`src/rtl/seq_datapath_pkg.sv`:
```
// Shared encodings for the sequenced datapath: FSM states, command modes,
// ALU operations and B-operand shift codes.
package seq_datapath_pkg;

  typedef logic [2:0] state_t;

  localparam state_t S_IDLE  = 3'd0;
  localparam state_t S_LOADA = 3'd1;
  localparam state_t S_LOADB = 3'd2;
  localparam state_t S_EXEC  = 3'd3;
  localparam state_t S_WB    = 3'd4;

  localparam logic [1:0] MODE_RR  = 2'b00;
  localparam logic [1:0] MODE_RI  = 2'b01;
  localparam logic [1:0] MODE_MOV = 2'b10;
  localparam logic [1:0] MODE_CMP = 2'b11;

  localparam logic [1:0] OP_ADD = 2'b00;
  localparam logic [1:0] OP_SUB = 2'b01;
  localparam logic [1:0] OP_AND = 2'b10;
  localparam logic [1:0] OP_MVN = 2'b11;

  localparam logic [1:0] SH_NONE = 2'b00;
  localparam logic [1:0] SH_LSL1 = 2'b01;
  localparam logic [1:0] SH_LSR1 = 2'b10;
  localparam logic [1:0] SH_ASR1 = 2'b11;

endpackage

```
`src/rtl/seq_datapath_if.sv`:
```
// Command/response bundle between the instruction decoder and the datapath,
// plus the debug register-read port.
interface seq_datapath_if #(
  parameter int WIDTH = 16,
  parameter int NREGS = 8
) ();
  localparam int RW = $clog2(NREGS);

  logic             start;
  logic [1:0]       mode;
  logic [1:0]       aluop;
  logic [1:0]       shift;
  logic [RW-1:0]    rd;
  logic [RW-1:0]    rn;
  logic [RW-1:0]    rm;
  logic [WIDTH-1:0] sximm;
  logic             busy;
  logic             done;
  logic [WIDTH-1:0] datapath_out;
  logic [2:0]       status_out;
  logic [RW-1:0]    dbg_addr;
  logic [WIDTH-1:0] dbg_data;

  modport master (
    output start, mode, aluop, shift, rd, rn, rm, sximm, dbg_addr,
    input  busy, done, datapath_out, status_out, dbg_data
  );

  modport slave (
    input  start, mode, aluop, shift, rd, rn, rm, sximm, dbg_addr,
    output busy, done, datapath_out, status_out, dbg_data
  );
endinterface

```
`src/rtl/seq_datapath_regfile.sv`:
```
// Register file: one synchronous write port, two asynchronous read ports
// (sequencer operand fetch and debug), cleared by the async reset.
module dp_regfile #(
  parameter int WIDTH = 16,
  parameter int NREGS = 8,
  localparam int RW   = $clog2(NREGS)
) (
  input  logic             clk,
  input  logic             reset,
  input  logic             we_i,
  input  logic [RW-1:0]    waddr_i,
  input  logic [WIDTH-1:0] wdata_i,
  input  logic [RW-1:0]    raddr_i,
  output logic [WIDTH-1:0] rdata_o,
  input  logic [RW-1:0]    dbg_addr_i,
  output logic [WIDTH-1:0] dbg_data_o
);
  logic [WIDTH-1:0] mem_q [NREGS];

  // NOTE: this array is reset on purpose (the datapath must read 0 after
  // reset), which keeps it in flops rather than a RAM macro.
  always_ff @(posedge clk or posedge reset) begin
    if (reset) begin
      for (int i = 0; i < NREGS; i++) mem_q[i] <= '0;
    end else if (we_i) begin
      mem_q[waddr_i] <= wdata_i;
    end
  end

  assign rdata_o    = mem_q[raddr_i];
  assign dbg_data_o = mem_q[dbg_addr_i];
endmodule

```
`src/rtl/seq_datapath.sv`:
```
// Datapath with micro-sequencer: one start/done handshake runs a full
// register-transfer operation (fetch A/B, execute, write back).
module seq_datapath
  import seq_datapath_pkg::*;
#(
  parameter int WIDTH = 16,
  parameter int NREGS = 8,
  localparam int RW   = $clog2(NREGS)
) (
  input  logic         clk,
  input  logic         reset,
  seq_datapath_if.slave bus
);
  state_t           state_q, state_d;
  logic [1:0]       mode_q, aluop_q, shift_q;
  logic [RW-1:0]    rd_q, rn_q, rm_q;
  logic [WIDTH-1:0] imm_q, a_q, b_q, c_q;
  logic [2:0]       status_q;

  logic [WIDTH-1:0] rf_rdata, sh_b, ain, bin, alu_res;
  logic [1:0]       alu_op;
  logic             alu_v, accept, rf_we;

  assign accept = (state_q == S_IDLE) && bus.start;
  assign rf_we  = (state_q == S_WB) && (mode_q != MODE_CMP);

  dp_regfile #(.WIDTH(WIDTH), .NREGS(NREGS)) u_regfile (
    .clk        (clk),
    .reset      (reset),
    .we_i       (rf_we),
    .waddr_i    (rd_q),
    .wdata_i    (c_q),
    .raddr_i    ((state_q == S_LOADB) ? rm_q : rn_q),
    .rdata_o    (rf_rdata),
    .dbg_addr_i (bus.dbg_addr),
    .dbg_data_o (bus.dbg_data)
  );

  // NOTE: every signal written in a combinational block gets a default first,
  // so no path through the case leaves it unassigned and infers a latch.
  always_comb begin
    state_d = state_q;
    case (state_q)
      S_IDLE:  if (bus.start) state_d = (bus.mode == MODE_MOV) ? S_EXEC : S_LOADA;
      S_LOADA: state_d = (mode_q == MODE_RI) ? S_EXEC : S_LOADB;
      S_LOADB: state_d = S_EXEC;
      S_EXEC:  state_d = S_WB;
      S_WB:    state_d = S_IDLE;
      default: state_d = S_IDLE;
    endcase
  end

  always_comb begin
    sh_b = b_q;
    case (shift_q)
      SH_LSL1: sh_b = {b_q[WIDTH-2:0], 1'b0};
      SH_LSR1: sh_b = {1'b0, b_q[WIDTH-1:1]};
      SH_ASR1: sh_b = {b_q[WIDTH-1], b_q[WIDTH-1:1]};
      default: sh_b = b_q;
    endcase
  end

  always_comb begin
    ain    = a_q;
    bin    = sh_b;
    alu_op = aluop_q;
    if (mode_q == MODE_RI) begin
      bin = imm_q;
    end else if (mode_q == MODE_MOV) begin
      ain    = '0;
      bin    = imm_q;
      alu_op = OP_ADD;
    end
  end

  // Overflow: operands agree in sign (ADD) or differ (SUB) and the result
  // sign differs from A.
  always_comb begin
    alu_res = '0;
    alu_v   = 1'b0;
    case (alu_op)
      OP_ADD: begin
        alu_res = ain + bin;
        alu_v   = (ain[WIDTH-1] == bin[WIDTH-1]) && (alu_res[WIDTH-1] != ain[WIDTH-1]);
      end
      OP_SUB: begin
        alu_res = ain - bin;
        alu_v   = (ain[WIDTH-1] != bin[WIDTH-1]) && (alu_res[WIDTH-1] != ain[WIDTH-1]);
      end
      OP_AND:  alu_res = ain & bin;
      OP_MVN:  alu_res = ~bin;
      default: alu_res = '0;
    endcase
  end

  // NOTE: sequential state uses non-blocking assignments so every register
  // samples pre-edge values regardless of statement order.
  always_ff @(posedge clk or posedge reset) begin
    if (reset) begin
      state_q  <= S_IDLE;
      mode_q   <= '0;
      aluop_q  <= '0;
      shift_q  <= '0;
      rd_q     <= '0;
      rn_q     <= '0;
      rm_q     <= '0;
      imm_q    <= '0;
      a_q      <= '0;
      b_q      <= '0;
      c_q      <= '0;
      status_q <= '0;
    end else begin
      state_q <= state_d;
      if (accept) begin
        mode_q  <= bus.mode;
        aluop_q <= bus.aluop;
        shift_q <= bus.shift;
        rd_q    <= bus.rd;
        rn_q    <= bus.rn;
        rm_q    <= bus.rm;
        imm_q   <= bus.sximm;
      end
      if (state_q == S_LOADA) a_q <= rf_rdata;
      if (state_q == S_LOADB) b_q <= rf_rdata;
      if (state_q == S_EXEC) begin
        c_q      <= alu_res;
        status_q <= {alu_v, alu_res[WIDTH-1], (alu_res == '0)};
      end
    end
  end

  assign bus.busy         = (state_q != S_IDLE);
  assign bus.done         = (state_q == S_WB);
  assign bus.datapath_out = c_q;
  assign bus.status_out   = status_q;
endmodule

```
`src/flat_wrapper.sv`:
```
// flat-port wrapper written by rule: the top's interface ports become plain ports
module seq_datapath_flat import seq_datapath_pkg::*;
#(
  parameter int WIDTH = 16,
  parameter int NREGS = 8,
  localparam int RW   = $clog2(NREGS)
)
  (clk, reset, bus_start, bus_mode, bus_aluop, bus_shift, bus_rd, bus_rn, bus_rm, bus_sximm, bus_dbg_addr, bus_busy, bus_done, bus_datapath_out, bus_status_out, bus_dbg_data);
  seq_datapath_if #(.WIDTH(WIDTH), .NREGS(NREGS)) bus_i ();
  input  logic clk;
  input  logic reset;
  input wire logic [$bits(bus_i.start)-1:0] bus_start;
  input wire logic [$bits(bus_i.mode)-1:0] bus_mode;
  input wire logic [$bits(bus_i.aluop)-1:0] bus_aluop;
  input wire logic [$bits(bus_i.shift)-1:0] bus_shift;
  input wire logic [$bits(bus_i.rd)-1:0] bus_rd;
  input wire logic [$bits(bus_i.rn)-1:0] bus_rn;
  input wire logic [$bits(bus_i.rm)-1:0] bus_rm;
  input wire logic [$bits(bus_i.sximm)-1:0] bus_sximm;
  input wire logic [$bits(bus_i.dbg_addr)-1:0] bus_dbg_addr;
  output wire logic [$bits(bus_i.busy)-1:0] bus_busy;
  output wire logic [$bits(bus_i.done)-1:0] bus_done;
  output wire logic [$bits(bus_i.datapath_out)-1:0] bus_datapath_out;
  output wire logic [$bits(bus_i.status_out)-1:0] bus_status_out;
  output wire logic [$bits(bus_i.dbg_data)-1:0] bus_dbg_data;
  assign bus_i.start = bus_start;
  assign bus_i.mode = bus_mode;
  assign bus_i.aluop = bus_aluop;
  assign bus_i.shift = bus_shift;
  assign bus_i.rd = bus_rd;
  assign bus_i.rn = bus_rn;
  assign bus_i.rm = bus_rm;
  assign bus_i.sximm = bus_sximm;
  assign bus_i.dbg_addr = bus_dbg_addr;
  assign bus_busy = bus_i.busy;
  assign bus_done = bus_i.done;
  assign bus_datapath_out = bus_i.datapath_out;
  assign bus_status_out = bus_i.status_out;
  assign bus_dbg_data = bus_i.dbg_data;
  seq_datapath #(.WIDTH(WIDTH), .NREGS(NREGS)) u_core (.clk(clk), .reset(reset), .bus(bus_i));
endmodule
```
`config.mk`:
```
export PLATFORM = sky130hd
export DESIGN_NAME = seq_datapath_flat
export DESIGN_NICKNAME = d
export VERILOG_FILES = /design/src/rtl/seq_datapath_pkg.sv /design/src/rtl/seq_datapath_if.sv /design/src/rtl/seq_datapath_regfile.sv /design/src/rtl/seq_datapath.sv /design/src/flat_wrapper.sv
export SDC_FILE = /design/constraint.sdc
export NUM_CORES = 1
export LEC_CHECK = 0
export BUFFER_PORTS_ARGS = -buffer_cell sky130_fd_sc_hd__buf_2
export CAP_MARGIN = 20
export CORE_AREA = 4 4 232 234
export DETAILED_ROUTE_END_ITERATION = 8
export DIE_AREA = 0 0 236 238
export GPL_TIMING_DRIVEN = 0
export PLACE_DENSITY = 0.49
export SETUP_SLACK_MARGIN = 0.2
export SLEW_MARGIN = 30
export SYNTH_ARGS = -nofsm -noshare
export SYNTH_HDL_FRONTEND = slang
export SYNTH_SLANG_ARGS = --single-unit
```
`constraint.sdc`:
```
create_clock -name clk -period 5.6 [get_ports clk]
set_clock_uncertainty 0.1 [all_clocks]
set_input_delay 0.28 -clock clk [delete_from_list [all_inputs] [get_ports clk]]
set_output_delay 0.28 -clock clk [all_outputs]
set_load 0.02 [all_outputs]
```
==> results of run 1 <==
what timing repair did:
action / in CTS / in global routing
gates resized for setup: 3 / 5
setup endpoints to repair: 2 / 4
hold endpoints to repair: 49 / 0
hold buffers: 33 / 0
state kept, by name, summed over array words and instances (netlist names):
| register | cells |
|---|---|
| u_core.b_q | 16 |
| u_core.rd_q | 3 |
| u_core.bus.datapath_out | 15 |
| u_core.rm_q | 3 |
| u_core.u_regfile.mem_q | 128 |
| u_core.a_q | 16 |
| u_core.bus.status_out | 3 |
| u_core.mode_q | 2 |
| u_core.rn_q | 3 |
| u_core.state_q | 3 |
| u_core.imm_q | 16 |
| u_core.shift_q | 2 |
| u_core.aluop_q | 2 |
stage by stage:
stage / hold slack (ns) / setup WS (ns)
floorplan: 0.297 / 1.38
global placement: 0.394 / -0.0660
detailed placement: 0.274 / -0.0238
CTS: 0.206 / 0.340
global route: 0.253 / 0.289
finish: 0.213 / 0.668
layout by cell type, fill, tap and decap left out, types with 5 or more instances in the layout:
cell type / Yosys / layout
o21ai_0: 34 / 34
and2_1: 19 / 19
nand2_1: 52 / 52
a211oi_1: 15 / 14
inv_1: 39 / 38
clkbuf_16: 0 / 27
nand2b_1: 18 / 18
nand3b_1: 5 / 5
nor4_1: 9 / 9
nor3_1: 13 / 13
mux2_2: 184 / 184
clkinv_2: 0 / 6
dfrtp_1: 212 / 212
mux4_2: 64 / 64
nand3_1: 12 / 12
ha_1: 31 / 31
o21ai_1: 5 / 5
nor3b_1: 8 / 6
nor2_1: 82 / 82
a21oi_1: 55 / 55
nor2b_1: 14 / 14
mux2i_1: 36 / 35
a31oi_1: 5 / 5
dlygate4sd3_1: 0 / 33
o211ai_1: 11 / 11
xnor2_1: 5 / 5
a21o_1: 9 / 9
buf_12: 0 / 6
clkbuf_1: 48 / 50
buf_2: 15 / 87
critical path, cell delays in order, from the launching register on:
cell      delay, ns
dfrtp_1        0.32
buf_2          0.28
nand2b_1       0.19
buf_2          0.24
clkbuf_2       0.34
clkbuf_2       0.27
and2_1         0.20
ha_1           0.23
buf_2          0.18
or2_1          0.24
a311oi_1       0.49
a21oi_1        0.27
a31o_1         0.33
a311o_1        0.37
xor2_1         0.15
nor2_1         0.07
a211oi_2       0.36
mux2_2         0.23
worst min path at each step:
stage	start	end	slack (ns)
2_1_floorplan	bus_aluop[1]	u_core.aluop_q[1]	0.30
3_3_place_gp	u_core.rn_q[1]	u_core.rn_q[1]	0.39
3_5_place_dp	reset	u_core.u_regfile.mem_q[44]	0.27
4_1_cts	reset	u_core.u_regfile.mem_q[44]	0.21
5_1_grt	reset	u_core.u_regfile.mem_q[44]	0.25
6_report	reset	u_core.u_regfile.mem_q[44]	0.21
synth_stat cells, drive strengths merged (15+ instances only):
library cell	n
a211oi	15
a21oi	56
and2	20
buf	23
clkbuf	48
dfrtp	212
ha	31
inv	40
mux2	186
mux2i	36
mux4	64
nand2	52
nand2b	18
nor2	82
o21ai	39
per-layer routing:
layer / GRT usage / share of wire
met2: 0.238 / 0.48
met4: 0.0383 / 0.028
met1: 0.192 / 0.45
met5: 0 / 0
met3: 0.0239 / 0.042
cell families (layout without fill, tap and decap cells):
| logic type | count (synthesis) | after routing |
|---|---|---|
| multiplexers | 286 | 286 |
| AND/OR/NAND/NOR | 258 | 258 |
| flip-flops | 212 | 212 |
| AO/OA/AOI/OAI | 199 | 199 |
| buffers and inverters | 111 | 272 |
| adder cells (fa/ha/maj) | 33 | 33 |
| XOR/XNOR | 9 | 9 |
cell type report:
class / instances / area share
plain buffers: 71 / 0.0192
clock buffers: 35 / 0.0476
clock inverters: 14 / 0.00834
inverters: 40 / 0.00996
multi-input cells: 785 / 0.460
flip-flops and latches: 212 / 0.343
well taps: 688 / 0.0557
repair buffers: 112 / 0.0559
==> metrics.cfg, run 1 <==
[cells_and_area]
multiInputGateArea_mm2=0.00711
seqCellArea_mm2=0.00531
nFillCells=5330
final_cell_count_no_fill=1957
post-route-util=0.297
antennaDiodeCount=0
drive_gt1_frac=0.326
area_delta_synth_final_pct=20.5
stdcell_area_mm2=0.0155
num-nets-final=1319

[critical_path]
cp-endpoint=u_core.bus.status_out[1]
cp.arrival_ns=5.34
worstReg2RegStart=u_core.mode_q[0]
startpoint=u_core.mode_q[0]
critPathMaxFanout=10
critPathCaptureType=flop
startpoint_type=flop
cp.required_ns=6.01
r2r_end=u_core.bus.status_out[1]
critPathKind=reg -> reg
rrSetupSlack_ns=0.67
rr_worst_depth=17

[timing]
fmax_mhz=203
post-route-period-util=0.881
tns_ns=0
min_period_ns=4.93
rsz0062_at_grt=no
slew-limit-headroom=0.390
worstMarginPinSlew_ns=0.912
final-hold-violation-count=0
slew_violations=0
setup_viol_count_final=0

[yosys]
synth_area_per_cell_um2=11.6
synthXorXnorAreaFrac=0.00673
synth_compound_area_frac=0.107
yosys_warnings=0
synthMuxAreaShare=0.304
synth_top_family_by_area=multiplexers
synth_area_leader_cell=dfrtp_1
synth_cells=1108
synth_fa_ha_area_frac=0.0334
ys_seq_area_frac=0.414
synth_seq_cells=212
synth_flop_cell=dfrtp_1
yosys.area_share.simple=0.101
synth_edf_count=0
async_reset_ff_frac=1.00
syn_nets=1178
yosys-top-cells-area=dfrtp_1 (41%), mux2_2 (16%), mux4_2 (11%)
syn_area_mm2=0.0128
yosysTopAreaCellShare=0.414
yosysUniqueCellTypes=80

[floorplan]
initial_core_util=0.247
die_x_um=236
io_pins=74
die_area_mm2=0.0562
dieHeight_um=238
core_area_mm2=0.0520
num_rows=84

[cts]
cts_tree=done
clk_pin_slew_ns=0.06
cts_made_buffers=27
cts-root-buf=clkbuf_16
cts_sinks=212
postCtsSetupRepairBufs=0
clkLatencyLatePin_ns=0.56
h-tree-depth=1
clock_path_buffers=3

[global_route]
overflow=0
antenna_found_initial=0
grt_pass1_wl_um=62800
grt_pass1_vias=10000
track_usage=0.142
grt_max_degree=29

[placed_design]
place_area_mm2=0.0142
place_inst=1875
gp_congestion=0.864
port_buffers=70
dp_hpwl_um=30700

[status]
status=finished, final reports clean

[drt]
drcViolationCount=0
final_antenna_net_count=0
wl_um=40900
wl_per_cell_um=20.9
vias=9683
dr.first_iter.drc_count=568
drtPass1Iterations=6
via_per_inst=4.95

[flow_run]
max-cap-violations=0

[hold_path]
hold_path_class=in -> async

Power of run 1 is not shown: default switching activity piles up to over one toggle a cycle in this logic, so the estimate is an artifact.
==> run 2, diff against run 1 <==
Settings changed: CORE_AREA 4 4 232 234 to 4 4 197 199, DIE_AREA 0 0 236 238 to 0 0 201 203, PLACE_DENSITY 0.49 to 0.6.
==> run 2 against run 1 <==
Against the previous run: via count grew 2.3%; sequential share of layout area grew 0.54 points; critical path depth shrank 2; cell count shrank 11%; wire length shrank 7.0%; maximum frequency shrank 3.3%; die area shrank 27%; count of clock-buffer cells in the layout shrank 1; highest routed layer unchanged; design area shrank 1.6%; first-iteration DRC count grew 43%; worst setup slack lost 0.17 ns.
==> metrics.cfg, run 2 (same netlist as run 1, synthesis figures left out) <==
[hold_path]
hold_path_class=in -> async

[timing]
postLayoutSetupSlackWorst_ns=0.501
worstMarginPinSlew_ns=0.945
min_period_ns=5.10
fmax_mhz=196
setup_viol_count_final=0
post-route-period-util=0.910
final-hold-violation-count=0
rsz0062_at_grt=no
slew-limit-headroom=0.370
slew_violations=0

[critical_path]
startpoint_type=flop
cp.required_ns=5.96
critPathKind=reg -> reg
worstReg2RegStart=u_core.mode_q[0]
r2r_end=u_core.bus.status_out[0]
startpoint=u_core.mode_q[0]
critPathMaxFanout=10
cp.arrival_ns=5.46
rr_worst_depth=15
slowest_delay_ns=0.58
critPathCaptureType=flop
crit_chain=buf_2 > xor2_4 > buf_2 > clkbuf_1 > a21boi_1 > ha_1 > or2_1 > o221ai_1 > a21oi_1 > a311o_1 > a2111oi_0 > or2_1 > a311o_1 > nand4b_1 > o31ai_2
rrSetupSlack_ns=0.50
cpLargestDelayFamily=compound AO/OA/AOI/OAI gates
cp.buffers_inverters=3
cp_slowest_cell=a2111oi_0

[cts]
h-tree-depth=1
clock_path_buffers=3
cts-root-buf=clkbuf_16
clk_pin_slew_ns=0.06
cts_made_buffers=26
clkLatencyLatePin_ns=0.55
cts_tree=done
cts_sinks=212

[cells_and_area]
post-route-util=0.409
regMostFlops=u_core.u_regfile.mem_q
final_common_cell=dfrtp_1
final_cell_count_no_fill=1741
largest_reg_flops=128
num-nets-final=1317
nFillCells=3512
mostFrequentLayoutCells=dfrtp_1 (212), mux2_2 (184), buf_2 (87)
area_delta_synth_final_pct=18.6
drive_gt1_frac=0.326
antennaDiodeCount=0

[global_route]
grt_pass1_vias=10200
antenna_found_initial=0
grt_pass1_wl_um=59900
grt_max_degree=30
overflow=0
track_usage=0.184

[placed_design]
gp_congestion=0.904
dp_hpwl_um=27900
port_buffers=70
place_ws_ns=-0.0174
place_inst=1660

[drt]
dr.first_iter.drc_count=815
wl_per_cell_um=21.8
via_per_inst=5.69
wl_um=38000
final_antenna_net_count=0
drcViolationCount=0
drtPass1Iterations=5
vias=9901

[floorplan]
initial_core_util=0.345
die_x_um=201
io_pins=74
dieHeight_um=203
core_area_mm2=0.0372
die_area_mm2=0.0408
num_rows=71

[status]
status=finished, final reports clean

[flow_run]
max-cap-violations=0

## run 2: final cells by class
type,count,area [um2],share of cell area
flip-flops and latches,212,5310,0.349
plain buffers,71,293,0.0192
clock buffers,34,731,0.0480
well taps,474,593,0.0390
multi-input cells,785,7120,0.468
inverters,40,154,0.0101
clock inverters,14,163,0.0107
repair buffers,111,856,0.0562
## run 2: how the worst max path moves through the flow
| stage | to | slack (ns) | cells after the start |
|---|---|---|---|
| finish | u_core.bus.status_out[0] | 0.50 | 15 |
| global route | u_core.bus.status_out[0] | 0.30 | 15 |
| CTS | u_core.bus.status_out[1] | 0.29 | 17 |
| detailed placement | u_core.bus.status_out[1] | -0.02 | 16 |
| global placement | u_core.bus.status_out[1] | -0.009 | 16 |
| floorplan | u_core.bus.status_out[1] | 1.38 | 16 |
## run 2: tightest hold or removal path, stage by stage
cell           delay [ns]
dlygate4sd3_1        0.53
buf_2                0.13
clkinvlp_4           0.33
## run 2: repair_timing
action	in CTS	in global routing
hold buffers	33	0
setup buffers	0	0
gates resized for setup	2	4
endpoints found under the setup margin	2	3
endpoints found under the hold margin	118	0
## run 2: metal layers
| metal | track usage | wire length, um | vias to the layer above |
|---|---|---|---|
| met2 | 0.307 | 18100 | 315 |
| met3 | 0.0316 | 2020 | 74 |
| met4 | 0.0627 | 1490 | 0 |
| met1 | 0.246 | 16400 | 5093 |
| met5 | 0 | 0 | - |
| li1 | - | - | 4419 |
## run 2: metrics by stage
| stage | hold WS (ns) | TNS, ns | instance area, um2 |
|---|---|---|---|
| after floorplan | 0.297 | 0 | 12800 |
| after global placement | 0.393 | -0.00883 | 13800 |
| after detailed placement | 0.224 | -0.0174 | 14000 |
| after CTS | 0.183 | 0 | 15200 |
| after global routing | 0.228 | 0 | 15200 |
| final | 0.194 | 0 | 15200 |
Power of run 2 is left out for the same reason.
